### src/rtl/mc_control.sv
// mc_control: multi-cycle main control FSM for the MIPS datapath.
// Each instruction is sequenced through FETCH/DECODE/EXEC/MEM/WB-style states
// with a ready handshake to the shared memory. All outputs are decoded from the
// state register and the instruction fields latched in DECODE.
// Build option: define MC_CONTROL_MULDIV_EN to sequence MULT/DIV through the
// MULDIV wait state; otherwise MULT/DIV are treated as illegal instructions.
module mc_control #(
  parameter int ALU_OP_W      = 6,
  parameter int MULDIV_CYCLES = 32
) (
  input  logic                clk,
  input  logic                rst_n,
  input  logic [5:0]          opcode,
  input  logic [5:0]          func,
  input  logic [4:0]          rt,
  input  logic                mem_ready,
  input  logic                alu_zero,
  input  logic                alu_neg,
  output logic                mem_req,
  output logic                mem_we,
  output logic                mem_byte,
  output logic                iord,
  output logic                ir_write,
  output logic                pc_write,
  output logic [1:0]          pc_src,
  output logic                reg_write,
  output logic [1:0]          reg_dst,
  output logic [1:0]          wb_sel,
  output logic [1:0]          alu_src_b,
  output logic [ALU_OP_W-1:0] alu_op,
  output logic                hilo_write,
  output logic                halt,
  output logic                illegal,
  output logic [3:0]          state
);

  typedef enum logic [3:0] {
    S_FETCH  = 4'd0,
    S_DECODE = 4'd1,
    S_EXEC   = 4'd2,
    S_MEM_RD = 4'd3,
    S_MEM_WR = 4'd4,
    S_WB_ALU = 4'd5,
    S_WB_MEM = 4'd6,
    S_BRANCH = 4'd7,
    S_JUMP   = 4'd8,
    S_MULDIV = 4'd9,
    S_HALT   = 4'd10
  } state_t;

  // Opcodes
  localparam logic [5:0] OP_RTYPE  = 6'b000000;
  localparam logic [5:0] OP_REGIMM = 6'b000001;
  localparam logic [5:0] OP_J      = 6'b000010;
  localparam logic [5:0] OP_JAL    = 6'b000011;
  localparam logic [5:0] OP_BEQ    = 6'b000100;
  localparam logic [5:0] OP_BNE    = 6'b000101;
  localparam logic [5:0] OP_BLEZ   = 6'b000110;
  localparam logic [5:0] OP_BGTZ   = 6'b000111;
  localparam logic [5:0] OP_ADDI   = 6'b001000;
  localparam logic [5:0] OP_ADDIU  = 6'b001001;
  localparam logic [5:0] OP_SLTI   = 6'b001010;
  localparam logic [5:0] OP_ANDI   = 6'b001100;
  localparam logic [5:0] OP_ORI    = 6'b001101;
  localparam logic [5:0] OP_XORI   = 6'b001110;
  localparam logic [5:0] OP_LUI    = 6'b001111;
  localparam logic [5:0] OP_LB     = 6'b100000;
  localparam logic [5:0] OP_LW     = 6'b100011;
  localparam logic [5:0] OP_SB     = 6'b101000;
  localparam logic [5:0] OP_SW     = 6'b101011;

  // R-type functs of special interest
  localparam logic [5:0] FN_SYSCALL = 6'b001100;
  localparam logic [5:0] FN_MULT    = 6'b011000;
  localparam logic [5:0] FN_DIV     = 6'b011010;

  // ALU operation codes (equal to the MIPS funct values)
  localparam logic [5:0] ALU_ADD  = 6'b100000;
  localparam logic [5:0] ALU_ADDU = 6'b100001;
  localparam logic [5:0] ALU_SUB  = 6'b100010;
  localparam logic [5:0] ALU_AND  = 6'b100100;
  localparam logic [5:0] ALU_OR   = 6'b100101;
  localparam logic [5:0] ALU_XOR  = 6'b100110;
  localparam logic [5:0] ALU_SLT  = 6'b101010;

  localparam int CNT_W = (MULDIV_CYCLES > 1) ? $clog2(MULDIV_CYCLES) : 1;
  localparam logic [CNT_W-1:0] CNT_LOAD = CNT_W'(MULDIV_CYCLES - 1);

  state_t           cur_state;
  state_t           next_state;
  logic [5:0]       op_q;
  logic [5:0]       func_q;
  logic [4:0]       rt_q;
  logic [CNT_W-1:0] cnt;
  logic [5:0]       alu_code;

  function automatic logic is_load(input logic [5:0] op);
    return (op == OP_LW) || (op == OP_LB);
  endfunction

  function automatic logic is_store(input logic [5:0] op);
    return (op == OP_SW) || (op == OP_SB);
  endfunction

  function automatic logic is_ialu(input logic [5:0] op);
    return (op == OP_ADDI) || (op == OP_ADDIU) || (op == OP_SLTI) ||
           (op == OP_ANDI) || (op == OP_ORI)   || (op == OP_XORI) ||
           (op == OP_LUI);
  endfunction

  function automatic logic is_branch(input logic [5:0] op, input logic [4:0] r);
    return (op == OP_BEQ) || (op == OP_BNE) || (op == OP_BLEZ) ||
           (op == OP_BGTZ) || ((op == OP_REGIMM) && (r == 5'b00001));
  endfunction

  function automatic logic is_muldiv(input logic [5:0] fn);
    return (fn == FN_MULT) || (fn == FN_DIV);
  endfunction

  function automatic logic branch_taken(input logic [5:0] op, input logic z, input logic n);
    case (op)
      OP_BEQ:  return z;
      OP_BNE:  return !z;
      OP_BLEZ: return z | n;
      OP_BGTZ: return !z & !n;
      default: return !n;  // BGEZ (REGIMM, rt=00001)
    endcase
  endfunction

  // State register; reset wins over any pending memory wait
  always_ff @(posedge clk) begin
    if (!rst_n) cur_state <= S_FETCH;
    else        cur_state <= next_state;
  end

  // Latch the instruction fields while in DECODE so later states see a stable IR
  always_ff @(posedge clk) begin
    if (!rst_n) begin
      op_q   <= '0;
      func_q <= '0;
      rt_q   <= '0;
    end else if (cur_state == S_DECODE) begin
      op_q   <= opcode;
      func_q <= func;
      rt_q   <= rt;
    end
  end

  // MULT/DIV wait counter: loaded on entry to MULDIV, counts down to 0
  always_ff @(posedge clk) begin
    if (!rst_n)
      cnt <= '0;
    else if (cur_state == S_EXEC && next_state == S_MULDIV)
      cnt <= CNT_LOAD;
    else if (cur_state == S_MULDIV && cnt != '0)
      cnt <= cnt - CNT_W'(1);
  end

  // Next-state and output decode; everything forced low while reset is held
  always_comb begin
    next_state = cur_state;
    mem_req    = 1'b0;
    mem_we     = 1'b0;
    mem_byte   = 1'b0;
    iord       = 1'b0;
    ir_write   = 1'b0;
    pc_write   = 1'b0;
    pc_src     = 2'd0;
    reg_write  = 1'b0;
    reg_dst    = 2'd0;
    wb_sel     = 2'd0;
    alu_src_b  = 2'd0;
    alu_code   = 6'd0;
    hilo_write = 1'b0;
    halt       = 1'b0;
    illegal    = 1'b0;

    case (cur_state)
      S_FETCH: begin
        mem_req = 1'b1;
        if (mem_ready) begin
          ir_write   = 1'b1;
          pc_write   = 1'b1;
          next_state = S_DECODE;
        end
      end

      S_DECODE: begin
        if (opcode == OP_RTYPE) begin
          if (func == FN_SYSCALL) begin
            next_state = S_HALT;
          end else if (is_muldiv(func)) begin
`ifdef MC_CONTROL_MULDIV_EN
            next_state = S_EXEC;
`else
            illegal    = 1'b1;
            next_state = S_FETCH;
`endif
          end else begin
            next_state = S_EXEC;
          end
        end else if (is_ialu(opcode) || is_load(opcode) || is_store(opcode)) begin
          next_state = S_EXEC;
        end else if (is_branch(opcode, rt)) begin
          next_state = S_BRANCH;
        end else if (opcode == OP_J || opcode == OP_JAL) begin
          next_state = S_JUMP;
        end else begin
          illegal    = 1'b1;
          next_state = S_FETCH;
        end
      end

      S_EXEC: begin
        case (op_q)
          OP_RTYPE: begin alu_code = func_q;   alu_src_b = 2'd0; end
          OP_ADDI:  begin alu_code = ALU_ADD;  alu_src_b = 2'd1; end
          OP_ADDIU: begin alu_code = ALU_ADDU; alu_src_b = 2'd1; end
          OP_SLTI:  begin alu_code = ALU_SLT;  alu_src_b = 2'd1; end
          OP_ANDI:  begin alu_code = ALU_AND;  alu_src_b = 2'd2; end
          OP_ORI:   begin alu_code = ALU_OR;   alu_src_b = 2'd2; end
          OP_XORI:  begin alu_code = ALU_XOR;  alu_src_b = 2'd2; end
          OP_LUI:   begin alu_code = 6'd0;     alu_src_b = 2'd0; end
          default:  begin alu_code = ALU_ADD;  alu_src_b = 2'd1; end  // address calc
        endcase
        if (is_load(op_q))
          next_state = S_MEM_RD;
        else if (is_store(op_q))
          next_state = S_MEM_WR;
        else if (op_q == OP_RTYPE && is_muldiv(func_q))
          next_state = S_MULDIV;
        else
          next_state = S_WB_ALU;
      end

      S_MEM_RD: begin
        mem_req  = 1'b1;
        iord     = 1'b1;
        mem_byte = (op_q == OP_LB);
        if (mem_ready) next_state = S_WB_MEM;
      end

      S_MEM_WR: begin
        mem_req  = 1'b1;
        iord     = 1'b1;
        mem_we   = 1'b1;
        mem_byte = (op_q == OP_SB);
        if (mem_ready) next_state = S_FETCH;
      end

      S_WB_ALU: begin
        reg_write  = 1'b1;
        reg_dst    = (op_q == OP_RTYPE) ? 2'd1 : 2'd0;
        wb_sel     = (op_q == OP_LUI) ? 2'd3 : 2'd0;
        next_state = S_FETCH;
      end

      S_WB_MEM: begin
        reg_write  = 1'b1;
        reg_dst    = 2'd0;
        wb_sel     = 2'd1;
        next_state = S_FETCH;
      end

      S_BRANCH: begin
        alu_code   = ALU_SUB;
        alu_src_b  = 2'd0;
        pc_src     = 2'd1;
        pc_write   = branch_taken(op_q, alu_zero, alu_neg);
        next_state = S_FETCH;
      end

      S_JUMP: begin
        pc_write = 1'b1;
        pc_src   = 2'd2;
        if (op_q == OP_JAL) begin
          reg_write = 1'b1;
          reg_dst   = 2'd2;
          wb_sel    = 2'd2;
        end
        next_state = S_FETCH;
      end

      S_MULDIV: begin
        alu_code = func_q;
        if (cnt == '0) begin
`ifdef MC_CONTROL_MULDIV_EN
          hilo_write = 1'b1;
`endif
          next_state = S_FETCH;
        end
      end

      S_HALT: begin
        halt = 1'b1;
      end

      default: next_state = S_FETCH;
    endcase

    if (!rst_n) begin
      mem_req    = 1'b0;
      mem_we     = 1'b0;
      mem_byte   = 1'b0;
      iord       = 1'b0;
      ir_write   = 1'b0;
      pc_write   = 1'b0;
      pc_src     = 2'd0;
      reg_write  = 1'b0;
      reg_dst    = 2'd0;
      wb_sel     = 2'd0;
      alu_src_b  = 2'd0;
      alu_code   = 6'd0;
      hilo_write = 1'b0;
      halt       = 1'b0;
      illegal    = 1'b0;
    end

    alu_op = ALU_OP_W'(alu_code);
  end

  assign state = rst_n ? cur_state : S_FETCH;

endmodule

### config.mk
export PLATFORM = sky130hd
export DESIGN_NAME = mc_control
export DESIGN_NICKNAME = d
export VERILOG_FILES = /design/src/rtl/mc_control.sv
export SDC_FILE = /design/constraint.sdc
export NUM_CORES = 1
export LEC_CHECK = 0
export BUFFER_PORTS_ARGS = -buffer_cell sky130_fd_sc_hd__buf_2
export CORE_UTILIZATION = 29
export DETAILED_ROUTE_END_ITERATION = 8
export SETUP_SLACK_MARGIN = 0.3
export SKIP_CTS_REPAIR_TIMING = 1
export SLEW_MARGIN = 20
export SYNTH_ARGS = -nofsm -noshare
export SYNTH_HDL_FRONTEND = slang
export SYNTH_SLANG_ARGS = --single-unit
### constraint.sdc
create_clock -name clk -period 2.7 [get_ports clk]
set_clock_uncertainty 0.2 [all_clocks]
set_input_delay 0.27 -clock clk [delete_from_list [all_inputs] [get_ports clk]]
set_output_delay 0.27 -clock clk [all_outputs]
set_load 0.01 [all_outputs]
==> results of run 1 <==
## sequential cells by signal (all words and copies together), names as in the netlist
| signal | flops |
|---|---|
| cnt | 5 |
| cur_state | 4 |
| func_q | 6 |
| op_q | 6 |
## power by group through the flow
stage	clock network (W)	logic, W	registers [W]
after floorplan	0	0.0000981	0.000339
after global placement	0	0.000150	0.000345
after detailed placement	0	0.000152	0.000346
after CTS	0.000216	0.000153	0.000338
after global routing	0.000230	0.000181	0.000340
final	0.000212	0.000165	0.000337
## worst max-delay path by stage
stage,from,slack (ns),end,cells past startpoint
floorplan,cur_state[0]$_SDFF_PN0_,0.73,alu_op[1],5
global placement,cur_state[2]$_SDFF_PN0_,0.44,alu_op[1],6
detailed placement,cur_state[2]$_SDFF_PN0_,0.42,alu_op[3],6
CTS,cur_state[1]$_SDFF_PN0_,0.13,alu_op[3],6
global route,cur_state[1]$_SDFF_PN0_,0.24,alu_op[3],6
finish,cur_state[1]$_SDFF_PN0_,0.31,alu_op[1],6
## final cells by class
class                      count  area (sq um)
inverter                       7          26.3
clock buffer                   4          45.0
timing repair buffer          64           360
tap                           72          90.1
multi-input combinational    199          1180
sequential                    21           438
fill                         606          3330
## worst max-delay path, stage by stage, from the launching register on
cell      delay (ns)
dfxtp_4         0.39
nand2b_2        0.22
nor2_4          0.12
o21ai_2         0.10
or4_4           0.55
o21ai_1         0.14
buf_2           0.14
## metrics by stage
step	cell area, sq um	total power (W)	util [%]	worst slack (ns)	std cells
final	2140	0.000714	39.2	0.308	367
after floorplan	1650	0.000437	-	0.725	240
after global placement	1980	0.000496	36.1	0.442	355
after detailed placement	1980	0.000498	36.1	0.423	355
after CTS	2020	0.000706	36.9	0.127	359
after global routing	2140	0.000751	39.2	0.238	367
## logic make-up (layout without fill, tap and decap cells)
| logic type | Yosys count | after routing | share of synthesized area (%) |
|---|---|---|---|
| fa+ha+maj | 1 | 1 | 0.760 |
| flops | 21 | 21 | 25.6 |
| mux | 2 | 2 | 1.29 |
| compound gates | 56 | 56 | 20.8 |
| other cells | 1 | 1 | 0.228 |
| xor+xnor | 5 | 5 | 2.66 |
| simple gates | 134 | 134 | 43.6 |
| buf+inv | 20 | 75 | 5.17 |
## routing by layer
layer / global-route usage, % / up-vias
li1: - / 955
met1: 24.4 / 862
met3: 2.14 / 9
met4: 7.55 / 0
met2: 25.7 / 77
met5: 0 / -
## placed cells by master, fill, tap and decap left out, types with 3 or more instances in the layout
master    Yosys  final
a21o_1        4      4
a21oi_1      28     27
a31oi_1       3      3
and2_1        4      4
and3_1        5      5
buf_2         2     48
buf_4         2     16
clkbuf_8      0      3
dfxtp_1      21     15
dfxtp_4       0      4
inv_1         6      6
nand2_1      50     50
nand3_1      10      9
nand3b_1      3      3
nor2_1       21     20
nor2b_1       4      3
nor3_1        9      9
o21ai_0       4      4
xnor2_1       3      3
==> metrics.md, run 1 <==
| Metric | Value |
|---|---|
| Syn_nets | 263 |
| Minimum hold slack | approximately 0.044 ns |
| PD cells | between 300 and 400 nW/um^2 |
| Max FO, Critical Path | 9 |
| Max_slew headroom | around 63% |
| Actual slew at the worst max-slew pin | roughly 0.55 ns |
| Starting DRT DRC Count | between 150 and 200 |
| Worst Hold Class | in2reg |
| Core area | 5470 sq um |
| Seq pwr share | 47.3% |
| Max clock buf depth | 2 |
| Hold wc startpoint | func[1] |
| # diodes | 0 |
| Kind of critical path | reg2out |
| Sequential fraction of the synthesis area | about a quarter |
| Die height | roughly 77 um |
| Length in cells of the worst reg-to-reg path | 6 |
| First-pass GRT wire length | just over 8000 um |
| Count leader, synth | nand2_1 |
| Clk sinks | 21 |
| GR Overflow Total | 0 |
| Post-synth top flop | dfxtp_1 |
| Setup TNS | 0 ns |
| EDFF count, synth | 0 |
| Fin. Hold Viols | 0 |
| Final setup fails | 0 |
| Synth top area share | 25.6% |
| Worst Path Arrival | approximately 1.9 ns |
| Slack of the worst reg-to-reg path | 0.66 ns |
| Post-synth ARST share | 0% |
| Clock Latency Late Sink | approximately 0.27 ns |
| Drt first pass iters | 4 |
| GRT Total Usage | roughly 17% |
| Vias after detailed routing | approximately 1900 |
| Switch share | between 30% and 40% |
| Post-DP HPWL | 3940 um |
| Io pins | 50 |
| Wire length on met1 | ~2500 um |
| Internal | 0.000493 W |
| Largest net degree at the start of global routing | 16 |
| Max VDD drop | around 0.13 mV |
| Hold worst-path end | func_q[1]$_SDFFE_PN0P_ |
| Maximum clock rate | around 0.42 GHz |
| Max Slew Vio Count | 0 |
| Cts bufs inserted | 3 |
| Ys Warns | 0 |
| Area Growth Syn to Fin | 30.3% |
| Final min period | ~2.4 ns |
| Startpoint Class | flop |
| Via-per-instance ratio | 5.19 |
| Clock power share | roughly 30% |
| CTS tree | built |
| Synth unique cells | 57 |
| Met3 routed WL | between 300 and 400 um |
| Clock transition at path regs | about 0.08 ns |
| Largest cells by area after synthesis | dfxtp_1 (26%), nand2_1 (11%), a21oi_1 (8.5%) |
| Met2 wire length | around 2300 um |
| Status | completed |
| Comb pwr share | a little under a quarter |
| #FFs+latches synth | 21 |
| Antenna Nets Post-Route | 0 |
| Fin nets | between 300 and 400 |
| H-tree depth | 1 |
| R2R Path Start | cur_state[0]$_SDFF_PN0_ |
| DRC viols | 0 |
| Initial antenna violation count | 0 |
| Synthesized area | 1650 sq um |
| Worst Setup End Kind | output port |
| Die width | 77.3 um |
| Share of cells above drive strength 1 | between 30% and 40% |
| Max cap viols | 0 |
| Mapped Avg Cell Area | around 6.9 sq um |
| Leakage | around 0.89 nW |
| FF-to-FF End | cur_state[2]$_SDFF_PN0_ |
| Initial Util | between 30% and 40% |
| Highest routed layer | met4 |
| WL/cell | 14.2 um |
| RSZ-0062 raised after global routing | true |
| Post-Route WL | roughly 5200 um |
| Vias in the first global route | 1650 |
| FP Rows | 27 |
| Fin crit share | around 89% |
| Placer Congestion | roughly 0.83 |
| Die Area | about 6000 sq um |
| Post-synth top cells | nand2_1 (50), a21oi_1 (28), dfxtp_1 (21), nor2_1 (21), nand3_1 (10) |
| Worst Hold Depth | 3 |
| Switching power | between 0.0002 and 0.00025 W |
| Synth Instances | between 200 and 250 |
| Port Buffers | 48 |
| Worst path required time | around 2.2 ns |
| Synth area leader | dfxtp_1 |
| Root Driver | clkbuf_8 |
Power figures use the tool's default switching activity.
==> run 2: changes to the inputs <==
--- a/config.mk
+++ b/config.mk
@@ -8,6 +8,7 @@
 export BUFFER_PORTS_ARGS = -buffer_cell sky130_fd_sc_hd__buf_2
 export CORE_UTILIZATION = 29
 export DETAILED_ROUTE_END_ITERATION = 8
+export RECOVER_POWER = 50
 export SETUP_SLACK_MARGIN = 0.3
 export SKIP_CTS_REPAIR_TIMING = 1
 export SLEW_MARGIN = 20
==> metrics.md, run 2 (synthesized netlist as in run 1, its figures left out) <==
| Metric | Value |
|---|---|
| Total power draw | 0.000713 W (-0.14%) |
| Slack of the worst reg-to-reg path | 0.61 ns (-0.05 ns) |
| Max clock buf depth | 2 (unchanged) |
| Die width | 77.3 um (unchanged) |
| Wire length on met1 | 2510 um (+0.80%) |
| Via-per-instance ratio | 5.22 (+0.68%) |
| Max Slew Vio Count | 0 (unchanged) |
| R2R Path Start | cur_state[0]$_SDFF_PN0_ |
| Seq. cell area | 437 sq um (-0.29%) |
| Placed cell area | 1980 sq um (unchanged) |
| Worst Hold Class | in2reg |
| DRC viols | 0 (unchanged) |
| Max VDD drop | 0.132 mV (+0.28%) |
| Met3 routed WL | 311 um (-4.9%) |
| Max FO, Critical Path | 9 (unchanged) |
| Most common cell after layout, fill and taps aside | nand2_1 |
| Max cap viols | 0 (unchanged) |
| Cts bufs inserted | 3 (unchanged) |
| Worst path required time | 2.23 ns (about the same) |
| H-tree depth | 1 (unchanged) |
| Largest net degree at the start of global routing | 16 (unchanged) |
| Minimum hold slack | 0.0442 ns (+0.0000933 ns) |
| Root Driver | clkbuf_8 |
| Drt first pass iters | 4 (unchanged) |
| Filler Cell Count | 610 (+0.66%) |
| Met2 wire length | 2300 um (+0.66%) |
| Max_slew headroom | 56.3% (-7.2 points) |
| # diodes | 0 (unchanged) |
| WL/cell | 14.3 um (+0.60%) |
| Final setup fails | 0 (unchanged) |
| Placer Congestion | 0.827 (unchanged) |
| Worst Path Arrival | 1.95 ns (+0.03 ns) |
| Highest routed layer | met4 |
| Final Cell Area | 2130 sq um (-0.47%) |
| Fin. Hold Viols | 0 (unchanged) |
| Worst Setup End Kind | output port |
| Share of cells above drive strength 1 | 29.8% (-1.7 points) |
| Initial antenna violation count | 0 (unchanged) |
| Antenna Nets Post-Route | 0 (unchanged) |
| Kind of critical path | reg2out |
| Starting DRT DRC Count | 155 (-3.1%) |
| FP Rows | 27 (unchanged) |
| Clock Latency Late Sink | 0.27 ns (about the same) |
| First-pass GRT wire length | 8200 um (unchanged) |
| Clk sinks | 21 (unchanged) |
| Die height | 77.3 um (unchanged) |
| FF-to-FF End | cur_state[2]$_SDFF_PN0_ |
| Core Util, Final | 39.0% (-0.18 points) |
| Setup TNS | 0 ns (unchanged) |
| CTS tree | built |
| RSZ-0062 raised after global routing | true |
| Leakage | 0.875 nW (-1.3%) |
| Clock transition at path regs | 0.08 ns (about the same) |
| Vias after detailed routing | 1916 (+0.68%) |
| Multi-input logic area | 1180 sq um (-0.21%) |
| Worst Setup SP | cur_state[1]$_SDFF_PN0_ |
| GRT Total Usage | 17.2% (unchanged) |
| GR Overflow Total | 0 (unchanged) |
| Fin nets | 319 (unchanged) |
| Startpoint Class | flop |
| Io pins | 50 (unchanged) |
| Length in cells of the worst reg-to-reg path | 6 (unchanged) |
| PD cells | 334 nW/um^2 (+0.33%) |
| Vias in the first global route | 1650 (unchanged) |
| Most frequent cells in the layout | nand2_1 (50), buf_2 (46), a21oi_1 (27) |
| Final min period | 2.42 ns (+0.0270 ns) |
| Top flop regs | func_q (6), op_q (6), cnt (5) |
| Area Growth Syn to Fin | 29.7% |
| Fin crit share | 89.6% (+1.0 points) |
| Actual slew at the worst max-slew pin | 0.655 ns (+0.108 ns) |
| Die Area | 5980 sq um (unchanged) |
| Post-DP HPWL | 3940 um (unchanged) |
| Core area | 5470 sq um (unchanged) |
| Port Buffers | 48 (unchanged) |
| Critical Path End | alu_op[1] |
| Post-Route WL | 5240 um (+0.60%) |
| Status | completed |
| Initial Util | 30.1% (unchanged) |
| Maximum clock rate | 0.413 GHz (-1.1%) |
==> run 2: cell type report <==
type | count | area share (%)
repair buffers | 64 | 16.6
clock buffers | 4 | 2.11
inverters | 7 | 1.23
multi-input cells | 199 | 55.4
flip-flops and latches | 21 | 20.5
well taps | 72 | 4.22
==> run 2: worst min path at each step <==
stage	from	endpoint	slack (ns)	cells after the start
floorplan	func[1]	func_q[1]$_SDFFE_PN0P_	0.21	2
global placement	func_q[4]$_SDFFE_PN0P_	func_q[4]$_SDFFE_PN0P_	0.27	2
detailed placement	func_q[4]$_SDFFE_PN0P_	func_q[4]$_SDFFE_PN0P_	0.27	2
CTS	func[1]	func_q[1]$_SDFFE_PN0P_	0.05	3
global route	func[1]	func_q[1]$_SDFFE_PN0P_	0.05	3
finish	func[1]	func_q[1]$_SDFFE_PN0P_	0.04	3
==> run 2: metrics by stage <==
step,cells,setup WS [ns]
5_1_grt,367,0.215
3_5_place_dp,355,0.423
4_1_cts,359,0.127
2_1_floorplan,240,0.725
3_3_place_gp,355,0.442
6_report,367,0.281
==> run 2: critical path, stage by stage (launching register included) <==
cell      delay [ns]
dfxtp_4         0.39
nand2b_2        0.22
nor2_4          0.13
o21ai_2         0.10
or4_4           0.57
o21ai_1         0.14
buf_2           0.14
==> run 2: per-layer routing <==
metal	track usage, %	vias to the layer above
met5	0	-
met4	7.55	0
met3	2.14	11
met2	25.7	74
met1	24.4	872
li1	-	959
==> run 2: where the power goes <==
group	internal, W	leakage [nW]	switching (W)
logic	0.0000668	0.678	0.0000969
clock network	0.000105	0.0228	0.000107
registers	0.000319	0.174	0.0000181
